[src/rtl/qif_neuron_scheduler.sv]
// qif_neuron_scheduler: four quadratic integrate-and-fire neurons that share one
// update datapath. Each tick runs one sweep (LOAD/CALC/WB per neuron), then
// publishes the spike vector.
module qif_neuron_scheduler #(
   parameter logic signed [7:0] V_RESET = -8'sd20,
   parameter logic signed [7:0] V_TH    = 8'sd50
) (
   input  logic       clk,
   input  logic       rst_n,
   input  logic       ena,
   input  logic       tick,
   input  logic       cfg_we,
   input  logic [1:0] cfg_addr,
   input  logic [7:0] cfg_data,
   output logic       busy,
   output logic [7:0] vmem_out,
   output logic [1:0] vmem_idx,
   output logic [3:0] spike,
   output logic       spike_valid,
   output logic       overrun
);

   localparam int unsigned N  = 4;
   localparam int unsigned DW = 8;
   localparam int unsigned IW = 2;
   localparam int unsigned SW = 12;

   localparam logic signed [SW-1:0] SUM_MAX = 12'sd127;
   localparam logic signed [SW-1:0] SUM_MIN = -12'sd128;
   localparam logic signed [DW-1:0] V_MAX   = 8'sh7F;
   localparam logic signed [DW-1:0] V_MIN   = 8'sh80;
   localparam logic [IW-1:0]        IDX_LAST = 2'd3;

   typedef enum logic [2:0] {
      S_IDLE = 3'd0,
      S_LOAD = 3'd1,
      S_CALC = 3'd2,
      S_WB   = 3'd3,
      S_DONE = 3'd4
   } state_e;

   state_e                    state_q, state_d;
   logic [IW-1:0]             idx_q, idx_d;
   logic [N-1:0][DW-1:0]      v_q, v_d;
   logic [N-1:0][DW-1:0]      i_q, i_d;
   logic signed [DW-1:0]      opv_q, opv_d;
   logic signed [DW-1:0]      opi_q, opi_d;
   logic signed [DW-1:0]      res_q, res_d;
   logic                      res_spk_q, res_spk_d;
   logic [N-1:0]              shadow_q, shadow_d;
   logic [N-1:0]              spike_q, spike_d;
   logic                      spike_valid_q, spike_valid_d;
   logic [DW-1:0]             vmem_q, vmem_d;
   logic [IW-1:0]             vidx_q, vidx_d;
   logic                      overrun_q, overrun_d;
   logic                      busy_q, busy_d;

   logic signed [SW-1:0]      q_c, sq_c, sum_c;
   logic signed [DW-1:0]      sat_c;

   // State register
   always_ff @(posedge clk or negedge rst_n) begin
      if (!rst_n) state_q <= S_IDLE;
      else        state_q <= state_d;
   end

   // Next-state logic; ena low holds every non-idle state
   always_comb begin
      state_d = state_q;
      unique case (state_q)
         S_IDLE: if (tick && ena) state_d = S_LOAD;
         S_LOAD: if (ena) state_d = S_CALC;
         S_CALC: if (ena) state_d = S_WB;
         S_WB:   if (ena) state_d = (idx_q == IDX_LAST) ? S_DONE : S_LOAD;
         S_DONE: if (ena) state_d = S_IDLE;
         default: state_d = S_IDLE;
      endcase
   end

   // Shared QIF arithmetic: V + (V>>>3)^2 + (I>>>2), saturated to 8 bits
   always_comb begin
      q_c   = SW'(opv_q >>> 3);
      sq_c  = q_c * q_c;
      sum_c = SW'(opv_q) + sq_c + SW'(opi_q >>> 2);
      if (sum_c > SUM_MAX)      sat_c = V_MAX;
      else if (sum_c < SUM_MIN) sat_c = V_MIN;
      else                      sat_c = DW'(sum_c);
   end

   // Datapath and output next values per state
   always_comb begin
      idx_d         = idx_q;
      v_d           = v_q;
      i_d           = i_q;
      opv_d         = opv_q;
      opi_d         = opi_q;
      res_d         = res_q;
      res_spk_d     = res_spk_q;
      shadow_d      = shadow_q;
      spike_d       = spike_q;
      spike_valid_d = 1'b0;
      vmem_d        = vmem_q;
      vidx_d        = vidx_q;
      overrun_d     = overrun_q;

      if (cfg_we) i_d[cfg_addr] = cfg_data;
      if (tick && (state_q != S_IDLE)) overrun_d = 1'b1;

      unique case (state_q)
         S_IDLE: if (tick && ena) idx_d = '0;
         S_LOAD: if (ena) begin
            opv_d = v_q[idx_q];
            opi_d = i_q[idx_q];
         end
         S_CALC: if (ena) begin
            res_spk_d = (opv_q >= V_TH);
            res_d     = (opv_q >= V_TH) ? V_RESET : sat_c;
         end
         S_WB: if (ena) begin
            v_d[idx_q]      = res_q;
            shadow_d[idx_q] = res_spk_q;
            vmem_d          = res_q;
            vidx_d          = idx_q;
            if (idx_q != IDX_LAST) idx_d = idx_q + IW'(1);
         end
         S_DONE: if (ena) begin
            spike_d       = shadow_q;
            spike_valid_d = 1'b1;
            shadow_d      = '0;
         end
         default: ;
      endcase

      // busy also covers the publish cycle right after DONE
      busy_d = (state_d != S_IDLE) || (state_q == S_DONE);
   end

   // Datapath and output registers
   always_ff @(posedge clk or negedge rst_n) begin
      if (!rst_n) begin
         idx_q         <= '0;
         v_q           <= {N{V_RESET}};
         i_q           <= '0;
         opv_q         <= '0;
         opi_q         <= '0;
         res_q         <= '0;
         res_spk_q     <= 1'b0;
         shadow_q      <= '0;
         spike_q       <= '0;
         spike_valid_q <= 1'b0;
         vmem_q        <= '0;
         vidx_q        <= '0;
         overrun_q     <= 1'b0;
         busy_q        <= 1'b0;
      end else begin
         idx_q         <= idx_d;
         v_q           <= v_d;
         i_q           <= i_d;
         opv_q         <= opv_d;
         opi_q         <= opi_d;
         res_q         <= res_d;
         res_spk_q     <= res_spk_d;
         shadow_q      <= shadow_d;
         spike_q       <= spike_d;
         spike_valid_q <= spike_valid_d;
         vmem_q        <= vmem_d;
         vidx_q        <= vidx_d;
         overrun_q     <= overrun_d;
         busy_q        <= busy_d;
      end
   end

   assign busy        = busy_q;
   assign vmem_out    = vmem_q;
   assign vmem_idx    = vidx_q;
   assign spike       = spike_q;
   assign spike_valid = spike_valid_q;
   assign overrun     = overrun_q;

endmodule

[config.mk]
export PLATFORM = sky130hd
export DESIGN_NAME = qif_neuron_scheduler
export DESIGN_NICKNAME = d
export VERILOG_FILES = /design/src/rtl/qif_neuron_scheduler.sv
export SDC_FILE = /design/constraint.sdc
export NUM_CORES = 1
export LEC_CHECK = 0
export BUFFER_PORTS_ARGS = -buffer_cell sky130_fd_sc_hd__buf_2
export CAP_MARGIN = 20
export CORE_ASPECT_RATIO = 0.8
export CORE_MARGIN = 1.5
export CORE_UTILIZATION = 32
export DETAILED_ROUTE_END_ITERATION = 12
export PLACE_DENSITY = 0.5
export SLEW_MARGIN = 10
export SYNTH_ARGS = -nofsm -noshare
export SYNTH_HDL_FRONTEND = slang
export SYNTH_SLANG_ARGS = --single-unit
[constraint.sdc]
create_clock -name clk -period 5.3 [get_ports clk]
set_clock_uncertainty 0.2 [all_clocks]
set_input_delay 0.53 -clock clk [delete_from_list [all_inputs] [get_ports clk]]
set_output_delay 0.53 -clock clk [all_outputs]
set_load 0.005 [all_outputs]
==> Word-level counts from Yosys, hierarchy flattened <==
Cells that the tools add are included.
{ "totals": {"ff_bits": 115, "in_bits": 15, "output_inout_bits": 17} }
{ "classes": {"n_addsub": 3, "multipliers": 1, "order_cmp": 7, "n_eq_ne": 10, "mux": 32, "n_reduce_logical": 16} }
{ "ops": {"columns": ["op", "count"], "rows": [
  ["$bwmux W32", 2],
  ["$mux W8", 7],
  ["$bmux W8 S2", 2],
  ["$demux W8 S2", 2],
  ["$mux W3", 6],
  ["$pmux W3 S5", 1],
  ["$add A11 B6 Y12", 1],
  ["$gt A12 B8 Y1 const B", 1],
  ["$lt A12 B8 Y1 const B", 1],
  ["$add A8 B10 Y11", 1],
  ["$mul A5 B5 Y10", 1],
  ["$ne A2 B2 Y1 const B", 5],
  ["$ge A8 B7 Y1 const B", 1],
  ["$mux W4", 2],
  ["$pmux W4 S2", 1],
  ["$reduce_and A2 Y1", 4],
  ["$eq A3 B2 Y1 const B", 2],
  ["$lt A2 B3 Y1 const B", 2],
  ["$mux W2", 3],
  ["$reduce_bool A3 Y1", 2],
  ["$bwmux W4", 1],
  ["$ge A2 B1 Y1 const B", 2],
  ["$logic_and A1 B1 Y1", 4],
  ["$pmux W2 S2", 1],
  ["11 further kinds", 14]
]} }

==> Longest topological paths before layout <==
Gate-level depths: netlist of the first run.
{ "logic_depth": {"word_depth": 7, "mapped_depth": 18, "mapped_depth_nobuf": 18} }

==> Worst setup path after synthesis of the first run <==
Ideal clock, no wire load.
{ "synth_path": {"path_type": "register -> register", "startpoint": "reg opv_q[4]", "endpoint": "reg res_q[2]", "setup_ns": 0.151, "arrival_time_ns": 4.701, "required_time_ns": 4.949, "slack_ns": 0.247, "stages_incl_launch_ff": 18, "n_path_buf": 1, "synth_period_minus_slack_ns": 5.053, "path_cell_list": "dfrtp_1 -> clkbuf_1 -> and2_1 -> fa_1 -> inv_1 -> fa_1 -> inv_1 -> fa_1 -> inv_1 -> fa_1 -> inv_1 -> ha_1 -> and2_1 -> o21ai_0 -> nor4bb_1 -> a211o_1 -> nor3_2 -> a221oi_1"} }
{ "synth_via": {"elab_chain_len": 7, "elab_cells_between_ends": 9} }
{ "synth_rtl": {"columns": ["item", "line_no", "rtl"], "rows": [
  ["from (decl)", "46", "logic signed [DW-1:0] opv_q, opv_d;"],
  ["from (signal assigned)", "159", "opv_q <= opv_d;"],
  ["$mul A5 B5 Y10", "83", "sq_c = q_c * q_c;"],
  ["$add A8 B10 Y11", "84", "sum_c = SW'(opv_q) + sq_c + SW'(opi_q >>> 2);"],
  ["$add A11 B6 Y12", "84", null],
  ["$lt A12 B8 Y1", "86", "else if (sum_c < SUM_MIN) sat_c = V_MIN;"],
  ["$mux W8", "86", null],
  ["$mux W8", "85", "if (sum_c > SUM_MAX) sat_c = V_MAX;"],
  ["$mux W8 *", "117", "res_d = (opv_q >= V_TH) ? V_RESET : sat_c;"],
  ["to (signal assigned)", "161", "res_q <= res_d;"],
  ["to (decl)", "48", "logic signed [DW-1:0] res_q, res_d;"]
]} }
Mark *: on every way between the ends. The rest lies on a longest branch, timed or not.
A chain may end at the register's enable or synchronous reset.

==> Worst setup path after layout of the first run <==
Ends and elaborated chain as after synthesis.

==> out/results.tsv, run 1 <==
stage	metric	value	unit
status	status	finished clean	
hold_path	type of the most critical hold path	in -> reg	
final_layout	diode insertion count for antenna repair	0	
routing	routed wire length	12200	µm
sta	shortest period the worst path allows	5060	ps
logic_synthesis	yosys warns	0	
floorplanning	floorplan row count	44	
floorplanning	Core Area	18400	µm²
sta	total negative setup slack	0	ps
routing	Iteration-0 DRC Markers	191	
final_layout	area grow syn2layout	14.1	%
global_route	remaining global-route overflow	0	
final_layout	fraction of the core area covered by cells at the end of the flow	0.378	
sta	Tcrit/Tclk final	0.955	
setup_path	r2r setup slk	240	ps
place	estimated wirelength of the detail-placed design	9250	µm
clock_network	clock-pin transition on the worst setup and hold timing paths	80	ps
setup_path	Crit Path Category	reg -> reg	
logic_synthesis	number of cells produced by synthesis	509	
sta	transition at the pin with the smallest max-transition slack	1050	ps
clock_network	Worst-Skew Late Latency	350	ps
logic_synthesis	number of register bits inferred by synthesis	105	
setup_path	CP Launch Point	opv_q[4]	
logic_synthesis	number of enable-type register cells in the synthesized netlist	0	
logic_synthesis	number of nets in the synthesized netlist	586	
floorplanning	effective utilization at floorplan	0.332	
final_layout	layout net count	624	
setup_path	peak fanout along the critical path	7	
sta	number of hold-slack violations in the final timing report	0	
global_route	GRT Util Overall	0.133	
floorplanning	number of top-level pins	32	
routing	total number of vias	3808	
routing	via count normalized by instance count	4.73	
routing	WL/cell	15.1	µm
global_route	antenna violations before repair	0	
routing	number of routed nets with antenna violations	0	
setup_path	category of the worst setup path launch point	register	
floorplanning	width of the chip	157	µm
sta	unrepaired setup endpoints after global routing	false	
logic_synthesis	dominant cells by area after synthesis	sky130_fd_sc_hd__dfrtp_1, sky130_fd_sc_hd__mux2_2, sky130_fd_sc_hd__fa_1, sky130_fd_sc_hd__dfstp_2, sky130_fd_sc_hd__ha_1	
routing	detailed-route DRC error count	0	
sta	worst max-slew margin expressed relative to the limit	0.300	
clock_network	Sink Count	105	
global_route	largest net degree at the start of global routing	81	
place	count of input and output buffers	29	
setup_path	data required time of the critical path	5350	ps
logic_synthesis	share of the yosys chip area belonging to registers	0.435	
final_layout	area used by multi-input combinational logic	3180	µm²
floorplanning	area of the die	19900	µm²
global_route	vias in the first global route	3884	
logic_synthesis	synthesized area divided by synthesized cell count	12.0	µm²
logic_synthesis	Synth cell types	49	
logic_synthesis	most used flip-flop cell after synthesis	sky130_fd_sc_hd__dfrtp_1	
hold_path	Hold Path Origin	cfg_data[4]	
place	Final GP Congestion	0.745	
final_layout	fraction of final layout cells with drive strength greater than 1	0.330	
floorplanning	y dimension of the die	126	µm
final_layout	Storage cell area	2660	µm²
logic_synthesis	leading cell types by count after synthesis	sky130_fd_sc_hd__dfrtp_1, sky130_fd_sc_hd__mux2_2, sky130_fd_sc_hd__inv_1, sky130_fd_sc_hd__nand2_1, sky130_fd_sc_hd__ha_1	
logic_synthesis	cell taking the most area after synthesis	sky130_fd_sc_hd__dfrtp_1	
sta	Final Max Tran Viols	0	
clock_network	number of buffers between clock root and the deepest sink	2	
setup_path	endpoint kind of the worst setup timing path	register	
logic_synthesis	total standard cell area after synthesis	6100	µm²
sta	maximum frequency from static timing analysis	197	MHz
clock_network	Root Buffer	sky130_fd_sc_hd__clkbuf_16	
logic_synthesis	most instantiated library cell after synthesis	sky130_fd_sc_hd__dfrtp_1	
routing	Detailed Routing Iterations Pass 1	4	
sta	setup violators final	0	
setup_path	launch instance of the worst register-to-register path	opv_q[4]	
final_layout	filler cell count	1815	
flow_run	number of max-cap violations	0	
clock_network	number of CTS-inserted buffers	9	
clock_network	CTS tree	done	
clock_network	# H-tree levels	3	
setup_path	arrival time worst endpoint	5110	ps
logic_synthesis	ys async rst share	1.00	
logic_synthesis	share of the synthesized area in the top cell type	0.349	
global_route	wire length of the first global-routing pass	20500	µm
[layout make-up]
cell class / instances / share of cell area
clock inverters: 7 / 0.00881
multi-input cells: 323 / 0.458
well taps: 253 / 0.0455
flip-flops and latches: 105 / 0.382
repair buffers: 42 / 0.0385
inverters: 66 / 0.0356
clock buffers: 9 / 0.0324
[metrics by stage]
step | std cells | setup slack, ps | hold slack, ps | area, µm²
after floorplan | 509 | 247 | 34.4 | 6100
after detailed placement | 786 | 29.0 | 251 | 6580
after CTS | 802 | 33.1 | 187 | 6860
final | 805 | 236 | 248 | 6960
after global placement | 786 | 128 | 247 | 6580
after global routing | 805 | 2.21 | 244 | 6960
[critical path, cell delays in order, from the launching register on]
cell and delay (ps):
sky130_fd_sc_hd__dfrtp_2 450, sky130_fd_sc_hd__and2_2 240, sky130_fd_sc_hd__fa_1 530, sky130_fd_sc_hd__inv_1 60, sky130_fd_sc_hd__fa_1 540, sky130_fd_sc_hd__inv_1 60
sky130_fd_sc_hd__fa_1 530, sky130_fd_sc_hd__inv_1 50, sky130_fd_sc_hd__fa_1 530, sky130_fd_sc_hd__inv_1 40, sky130_fd_sc_hd__ha_2 360, sky130_fd_sc_hd__o211ai_1 130
sky130_fd_sc_hd__o211a_1 230, sky130_fd_sc_hd__a221o_1 290, sky130_fd_sc_hd__nor4_2 180, sky130_fd_sc_hd__nor3_2 60, sky130_fd_sc_hd__buf_4 170, sky130_fd_sc_hd__a221oi_1 290
[cell families after synthesis]
logic type / after synthesis / synth area share
compound gates: 62 / 0.0728
simple gates: 100 / 0.0745
mux: 86 / 0.184
xor+xnor: 13 / 0.0187
buf+inv: 81 / 0.0505
fa+ha+maj: 62 / 0.164
flops: 105 / 0.435
[layout by cell type (no fill, tap or decap), types with 16 or more instances in the layout]
master                    instances
sky130_fd_sc_hd__nand2_1         54
sky130_fd_sc_hd__buf_2           28
sky130_fd_sc_hd__dfstp_2         20
sky130_fd_sc_hd__mux2_2          71
sky130_fd_sc_hd__inv_1           66
sky130_fd_sc_hd__dfrtp_1         83
sky130_fd_sc_hd__ha_1            30
sky130_fd_sc_hd__o21ai_0         16
sky130_fd_sc_hd__nor2_1          18
sky130_fd_sc_hd__fa_1            30
[worst paths after layout]
path / endpoint / cells after the start
setup / recovery: res_q[2] / 17
hold / removal: i_q[12] / 2
max in group asynchronous: opv_q[4] / 3
setup reg to reg: res_q[2] / 17
hold reg to reg: overrun / 1
min in group asynchronous: v_q[24] / 2
[per-layer routing]
metal | global-route usage | vias to the layer above | routed length (µm)
met5 | 0 | - | 0
met4 | 0.0333 | 0 | 106
met3 | 0.0314 | 8 | 346
met2 | 0.203 | 34 | 5660
met1 | 0.190 | 1958 | 6070
li1 | - | 1808 | -
[flip-flops by register name, indices dropped and copies added (netlist names)]
signal / cells
v_q: 32
busy: 1
res_spk_q: 1
vmem_idx: 2
i_q: 24
overrun: 1
state_q: 3
idx_q: 2
res_q: 8
spike: 4
opi_q: 6
opv_q: 8
spike_valid: 1
shadow_q: 4
vmem_out: 8
[what timing repair did]
item                       4_1_cts  5_1_grt
setup endpoints to repair        0        7
gates resized for setup          0       12
hold buffers                     0        1
hold endpoints to repair         0       20
setup buffers                    0        1
Power of run 1 is not shown: default switching activity piles up to over one toggle a cycle in this logic, so the estimate is an artifact.
==> inputs of run 2 (changes only) <==
--- a/config.mk
+++ b/config.mk
@@ -12,2 +12,3 @@
 export CORE_UTILIZATION = 32
+export CTS_CLUSTER_DIAMETER = 60
 export DETAILED_ROUTE_END_ITERATION = 12
==> constraint.sdc (replaced) <==
create_clock -name clk -period 5.3 [get_ports clk]
set_clock_uncertainty 0.2 [all_clocks]
set_input_delay 0.265 -clock clk [delete_from_list [all_inputs] [get_ports clk]]
set_output_delay 0.265 -clock clk [all_outputs]
set_load 0.005 [all_outputs]
==> run 2 against run 1 <==
Against the previous run: first-iteration DRC count grew 8.4%; the run now ends with hold timing left; wire length grew 0.19%; fmax shrank 0.38%; die area is the same; design area grew 0.50%; setup slack lost 19 ps; utilization grew 0.19 points.
==> out/results.tsv, run 2 (synthesis results as in run 1) <==
stage	metric	value	unit	change
sta	Final Max Tran Viols	0		unchanged
setup_path	arrival time worst endpoint	5140	ps	+30 ps
sta	worst max-slew margin expressed relative to the limit	0.408		+0.108
setup_path	category of the worst setup path launch point	register		
routing	WL/cell	15.0	µm	-0.55%
place	Final GP Congestion	0.752		+0.86%
global_route	remaining global-route overflow	0		unchanged
clock_network	number of buffers between clock root and the deepest sink	2		unchanged
clock_network	number of CTS-inserted buffers	9		unchanged
global_route	antenna violations before repair	0		unchanged
final_layout	diode insertion count for antenna repair	0		unchanged
place	count of input and output buffers	29		unchanged
floorplanning	floorplan row count	44		unchanged
place	estimated wirelength of the detail-placed design	9140	µm	-1.2%
global_route	largest net degree at the start of global routing	65		-20%
setup_path	peak fanout along the critical path	7		unchanged
sta	number of hold-slack violations in the final timing report	1		+1
final_layout	leading registers by flop count	v_q (32), i_q (24)		
clock_network	CTS tree	done		
setup_path	biggest cell delay along the critical path	530	ps	about the same
sta	unrepaired setup endpoints after global routing	false		
setup_path	kind of cell adding the most delay to the critical path	adder cells		
setup_path	cell seen most often among critical-path stages	sky130_fd_sc_hd__fa_1		
final_layout	area grow syn2layout	14.6	%	
clock_network	Post CTS Setup Buffer Count	0		unchanged
sta	Post-Route Hold Slack	-0.480	ps	-248 ps
sta	maximum frequency from static timing analysis	197	MHz	-0.38%
clock_network	# H-tree levels	3		unchanged
setup_path	endpoint kind of the worst setup timing path	register		
hold_path	end point of the worst hold path	overrun		
status	violations in the final reports	hold timing		
floorplanning	width of the chip	157	µm	unchanged
sta	Tcrit/Tclk final	0.959		+0.00362
floorplanning	effective utilization at floorplan	0.332		unchanged
setup_path	cell count of the worst reg-to-reg path	16		-1
routing	Detailed Routing Iterations Pass 1	4		unchanged
final_layout	Reg with most FFs	v_q		
setup_path	Crit Path Category	reg -> reg		
floorplanning	area of the die	19900	µm²	unchanged
global_route	wire length of the first global-routing pass	20200	µm	-1.2%
setup_path	worst reg2reg endpoint	res_q[3]		
setup_path	chain of cells forming the critical path	and2_2 > fa_1 > buf_4 > fa_1 > fa_1 > inv_1 > fa_1 > inv_1 > ha_1 > a21o_1 > o21ai_2 > o211ai_1 > nor4_2 > nor3_2 > buf_4 > a221oi_1		
clock_network	Worst-Skew Late Latency	350	ps	about the same
final_layout	non-filler cells, final	811		+0.75%
setup_path	crit path buf inv count	4		-1
floorplanning	y dimension of the die	126	µm	unchanged
final_layout	commonest non-fill, non-tap cells in the layout	sky130_fd_sc_hd__dfrtp_1, sky130_fd_sc_hd__mux2_2, sky130_fd_sc_hd__inv_1, sky130_fd_sc_hd__nand2_1		
setup_path	r2r setup slk	220	ps	-20 ps
final_layout	layout net count	630		+0.96%
sta	shortest period the worst path allows	5080	ps	+19.2 ps
routing	routed wire length	12200	µm	+0.19%
routing	detailed-route DRC error count	0		unchanged
setup_path	launch instance of the worst register-to-register path	opv_q[4]		
final_layout	final standard cell area without fillers	6990	µm²	+0.50%
global_route	vias in the first global route	3971		+2.2%
final_layout	Largest register FFs	32		unchanged
place	Post-DP Area	6580	µm²	unchanged
flow_run	number of max-cap violations	0		unchanged
clock_network	Root Buffer	sky130_fd_sc_hd__clkbuf_16		
setup_path	Max stage delay cell, worst path	sky130_fd_sc_hd__fa_1		
floorplanning	number of top-level pins	32		unchanged
global_route	GRT Util Overall	0.131		-0.00244
clock_network	Sink Count	105		unchanged
hold_path	Hold Path Origin	tick		
floorplanning	Core Area	18400	µm²	unchanged
status	status	finished, violations left		
sta	setup violators final	0		unchanged
setup_path	data required time of the critical path	5350	ps	about the same
routing	number of routed nets with antenna violations	0		unchanged
hold_path	WHS Path Cells	3		+1
sta	total negative setup slack	0	ps	unchanged
sta	transition at the pin with the smallest max-transition slack	888	ps	-160 ps
clock_network	clock-pin transition on the worst setup and hold timing paths	80	ps	about the same
hold_path	type of the most critical hold path	in -> reg		
routing	Iteration-0 DRC Markers	207		+8.4%
place	cell count after placement	786		unchanged
routing	total number of vias	3832		+0.63%
final_layout	most common library cell in the layout ignoring fill and taps	sky130_fd_sc_hd__dfrtp_1		
routing	via count normalized by instance count	4.73		-0.11%
final_layout	fraction of final layout cells with drive strength greater than 1	0.321		-0.00892
## run 2: changes by cell type in the layout (fill, tap and decap cells not counted)
| cell | before | now |
|---|---|---|
| sky130_fd_sc_hd__a21oi_2 | 2 | 1 |
| sky130_fd_sc_hd__buf_16 | 1 | 0 |
| sky130_fd_sc_hd__dlygate4sd3_1 | 1 | 8 |
| sky130_fd_sc_hd__clkbuf_2 | 0 | 1 |
| sky130_fd_sc_hd__buf_4 | 12 | 11 |
| sky130_fd_sc_hd__dfrtp_2 | 2 | 3 |
| sky130_fd_sc_hd__dfrtp_1 | 83 | 82 |
| sky130_fd_sc_hd__clkinv_8 | 0 | 1 |
| sky130_fd_sc_hd__clkinvlp_4 | 2 | 0 |
| sky130_fd_sc_hd__a221oi_1 | 2 | 4 |
| sky130_fd_sc_hd__inv_6 | 3 | 4 |
| sky130_fd_sc_hd__a21oi_1 | 7 | 8 |
| sky130_fd_sc_hd__a221oi_2 | 2 | 0 |
## run 2: how the worst max path moves through the flow
stage / from / end / slack [ps] / cells past startpoint
finish: opv_q[4] / res_q[3] / 220 / 16
CTS: opv_q[4] / res_q[3] / 50 / 16
floorplan: opv_q[4] / res_q[2] / 250 / 17
global route: opv_q[4] / res_q[3] / 20 / 16
global placement: opv_q[4] / res_q[2] / 160 / 17
detailed placement: opv_q[4] / res_q[2] / 80 / 16
## run 2: what timing repair did
action | CTS | global route
hold buffers | 8 | 0
gates resized for setup | 0 | 10
setup endpoints to repair | 0 | 7
endpoints found under the hold margin | 83 | 0
## run 2: worst reg2reg max path, cell delays in order, from the launching register on
cell and delay [ps]:
sky130_fd_sc_hd__dfrtp_2 450, sky130_fd_sc_hd__and2_2 240, sky130_fd_sc_hd__fa_1 480, sky130_fd_sc_hd__buf_4 160, sky130_fd_sc_hd__fa_1 500, sky130_fd_sc_hd__fa_1 510
sky130_fd_sc_hd__inv_1 50, sky130_fd_sc_hd__fa_1 530, sky130_fd_sc_hd__inv_1 40, sky130_fd_sc_hd__ha_1 380, sky130_fd_sc_hd__a21o_1 230, sky130_fd_sc_hd__o21ai_2 190
sky130_fd_sc_hd__o211ai_1 140, sky130_fd_sc_hd__nor4_2 350, sky130_fd_sc_hd__nor3_2 60, sky130_fd_sc_hd__buf_4 170, sky130_fd_sc_hd__a221oi_1 290
## run 2: through the flow
stage	utilization	setup slack (ps)
3_5_place_dp	0.358	84.3
4_1_cts	0.378	51.4
5_1_grt	0.380	15.3
3_3_place_gp	0.358	155
2_1_floorplan	-	247
6_report	0.380	217
## run 2: cell type report
type	instances	area, µm²
Multi-Input combinational cell	323	3170
Clock buffer	9	225
Timing Repair Buffer	48	308
Sequential cell	105	2660
Fill cell	1786	11400
Clock inverter	7	71.3
Inverter	66	248
Tap cell	253	317
## run 2: per-layer routing
layer | up-vias | part of all wire | global-route usage
li1 | 1818 | - | -
met1 | 1974 | 0.51 | 0.188
met2 | 32 | 0.46 | 0.201
met3 | 8 | 0.021 | 0.0290
met4 | 0 | 0.0095 | 0.0300
met5 | - | 0 | 0
Power of run 2 is left out for the same reason.
==> inputs of run 3 (changes only) <==
- CORE_MARGIN: 1.5 -> default
- PLACE_DENSITY: 0.5 -> default
==> run 3 against run 2 <==
Against the previous run: the run now ends clean; via count is 1.9% higher; wire length is 1.8% higher; sequential share of layout area is 0.24 points lower; hold slack better by 260 ps; setup slack better by 2.4 ps; highest routed layer unchanged.
==> out/results.tsv, run 3 (synthesis results as in run 1) <==
stage	metric	value	unit	change
sta	Tcrit/Tclk final	0.959		about the same
setup_path	chain of cells forming the critical path	buf_4 > nand2_1 > inv_1 > fa_1 > inv_1 > fa_1 > fa_1 > inv_1 > fa_1 > ha_4 > o211ai_1 > o211a_1 > nor4bb_1 > a211o_1 > nor3_2 > buf_4 > a221oi_1		
clock_network	# H-tree levels	3		unchanged
setup_path	Crit Path Category	reg -> reg		
floorplanning	number of top-level pins	32		unchanged
floorplanning	y dimension of the die	125	µm	-0.79%
global_route	largest net degree at the start of global routing	59		-9.2%
flow_run	number of max-cap violations	0		unchanged
setup_path	data required time of the critical path	5340	ps	about the same
routing	via count normalized by instance count	4.80		+1.6%
sta	setup violators final	0		unchanged
hold_path	type of the most critical hold path	in -> async		
final_layout	Reg with most FFs	v_q		
setup_path	endpoint kind of the worst setup timing path	register		
sta	worst max-slew margin expressed relative to the limit	0.271		-0.137
sta	transition at the pin with the smallest max-transition slack	1090	ps	+203 ps
clock_network	number of buffers between clock root and the deepest sink	2		unchanged
setup_path	biggest cell delay along the critical path	540	ps	about the same
final_layout	layout net count	633		+0.48%
setup_path	category of the worst setup path launch point	register		
global_route	vias in the first global route	4101		+3.3%
routing	Iteration-0 DRC Markers	140		-32%
setup_path	cell count of the worst reg-to-reg path	17		+1
sta	maximum frequency from static timing analysis	197	MHz	about the same
global_route	antenna violations before repair	0		unchanged
sta	Post-Route Hold Slack	255	ps	+255 ps
clock_network	number of CTS-inserted buffers	9		unchanged
sta	total negative setup slack	0	ps	unchanged
setup_path	arrival time worst endpoint	5120	ps	-20 ps
routing	number of routed nets with antenna violations	0		unchanged
final_layout	fraction of the core area covered by cells at the end of the flow	0.382		+0.00224
floorplanning	Core Area	18400	µm²	unchanged
sta	Final Max Tran Viols	0		unchanged
global_route	wire length of the first global-routing pass	20500	µm	+1.4%
global_route	GRT Util Overall	0.133		+0.00274
final_layout	most common library cell in the layout ignoring fill and taps	sky130_fd_sc_hd__dfrtp_1		
clock_network	Sink Count	105		unchanged
place	count of input and output buffers	29		unchanged
floorplanning	floorplan row count	44		unchanged
setup_path	launch instance of the worst register-to-register path	opv_q[7]		
floorplanning	width of the chip	156	µm	-0.64%
final_layout	Largest register FFs	32		unchanged
routing	routed wire length	12400	µm	+1.8%
final_layout	leading registers by flop count	v_q (32), i_q (24)		
clock_network	Worst-Skew Late Latency	350	ps	about the same
final_layout	area grow syn2layout	15.3	%	
clock_network	CTS tree	done		
setup_path	Max stage delay cell, worst path	sky130_fd_sc_hd__fa_1		
sta	number of hold-slack violations in the final timing report	0		-1
routing	detailed-route DRC error count	0		unchanged
routing	Detailed Routing Iterations Pass 1	4		unchanged
place	estimated wirelength of the detail-placed design	9230	µm	+1.0%
floorplanning	area of the die	19600	µm²	-1.4%
setup_path	r2r setup slk	220	ps	about the same
setup_path	cell seen most often among critical-path stages	sky130_fd_sc_hd__fa_1		
clock_network	Root Buffer	sky130_fd_sc_hd__clkbuf_16		
status	status	finished clean		
setup_path	worst reg2reg endpoint	res_q[6]		
floorplanning	effective utilization at floorplan	0.332		unchanged
final_layout	diode insertion count for antenna repair	0		unchanged
clock_network	clock-pin transition on the worst setup and hold timing paths	80	ps	about the same
final_layout	commonest non-fill, non-tap cells in the layout	sky130_fd_sc_hd__dfrtp_1, sky130_fd_sc_hd__mux2_2, sky130_fd_sc_hd__inv_1, sky130_fd_sc_hd__nand2_1		
final_layout	fraction of final layout cells with drive strength greater than 1	0.321		about the same
place	Final GP Congestion	0.791		+5.2%
routing	WL/cell	15.3	µm	+1.4%
setup_path	peak fanout along the critical path	7		unchanged
routing	total number of vias	3906		+1.9%
global_route	remaining global-route overflow	0		unchanged
sta	shortest period the worst path allows	5080	ps	-2.43 ps
## run 3: area by class of cell
cell class	instances	area [µm²]
fillers	1803	11400
clock buffers	10	239
clock inverters	6	52.6
repair buffers	51	355
multi-input cells	323	3170
inverters	66	248
well taps	253	317
flip-flops and latches	105	2660
## run 3: worst max path at each step
stage	startpoint	to	depth (start not counted)	slack, ps
floorplan	opv_q[4]	res_q[2]	17	250
global placement	opv_q[4]	res_q[3]	17	170
detailed placement	opv_q[4]	res_q[5]	17	90
CTS	opv_q[7]	res_q[5]	17	80
global route	opv_q[4]	res_q[2]	16	-10
finish	opv_q[7]	res_q[6]	17	220
## run 3: metrics by stage
step | setup WS (ps) | cells | area (µm²)
floorplan | 247 | 509 | 6100
global placement | 170 | 785 | 6570
detailed placement | 90.3 | 785 | 6570
CTS | 82.9 | 810 | 6950
global route | -9.60 | 814 | 7030
finish | 219 | 814 | 7030
## run 3: per-layer routing
layer,wire length (µm),track usage
met1,5810,0.180
met2,6040,0.221
met3,408,0.0215
met4,162,0.0369
met5,0,0
## run 3: worst max-delay path, delay by kind of cell (launching register included)
kind	cells	cell delay [ps]
and+or+nand+nor	3	450
buffers and inverters	5	540
AOI/OAI and AO/OA	4	940
DFF	1	450
adders and majority gates	5	2390
## run 3: timing repair
item,CTS,global route
hold buffers,9,0
setup buffers,0,3
resized for setup,0,11
endpoints found under the hold margin,68,0
endpoints found under the setup margin,0,7
Power of run 3 is left out for the same reason.
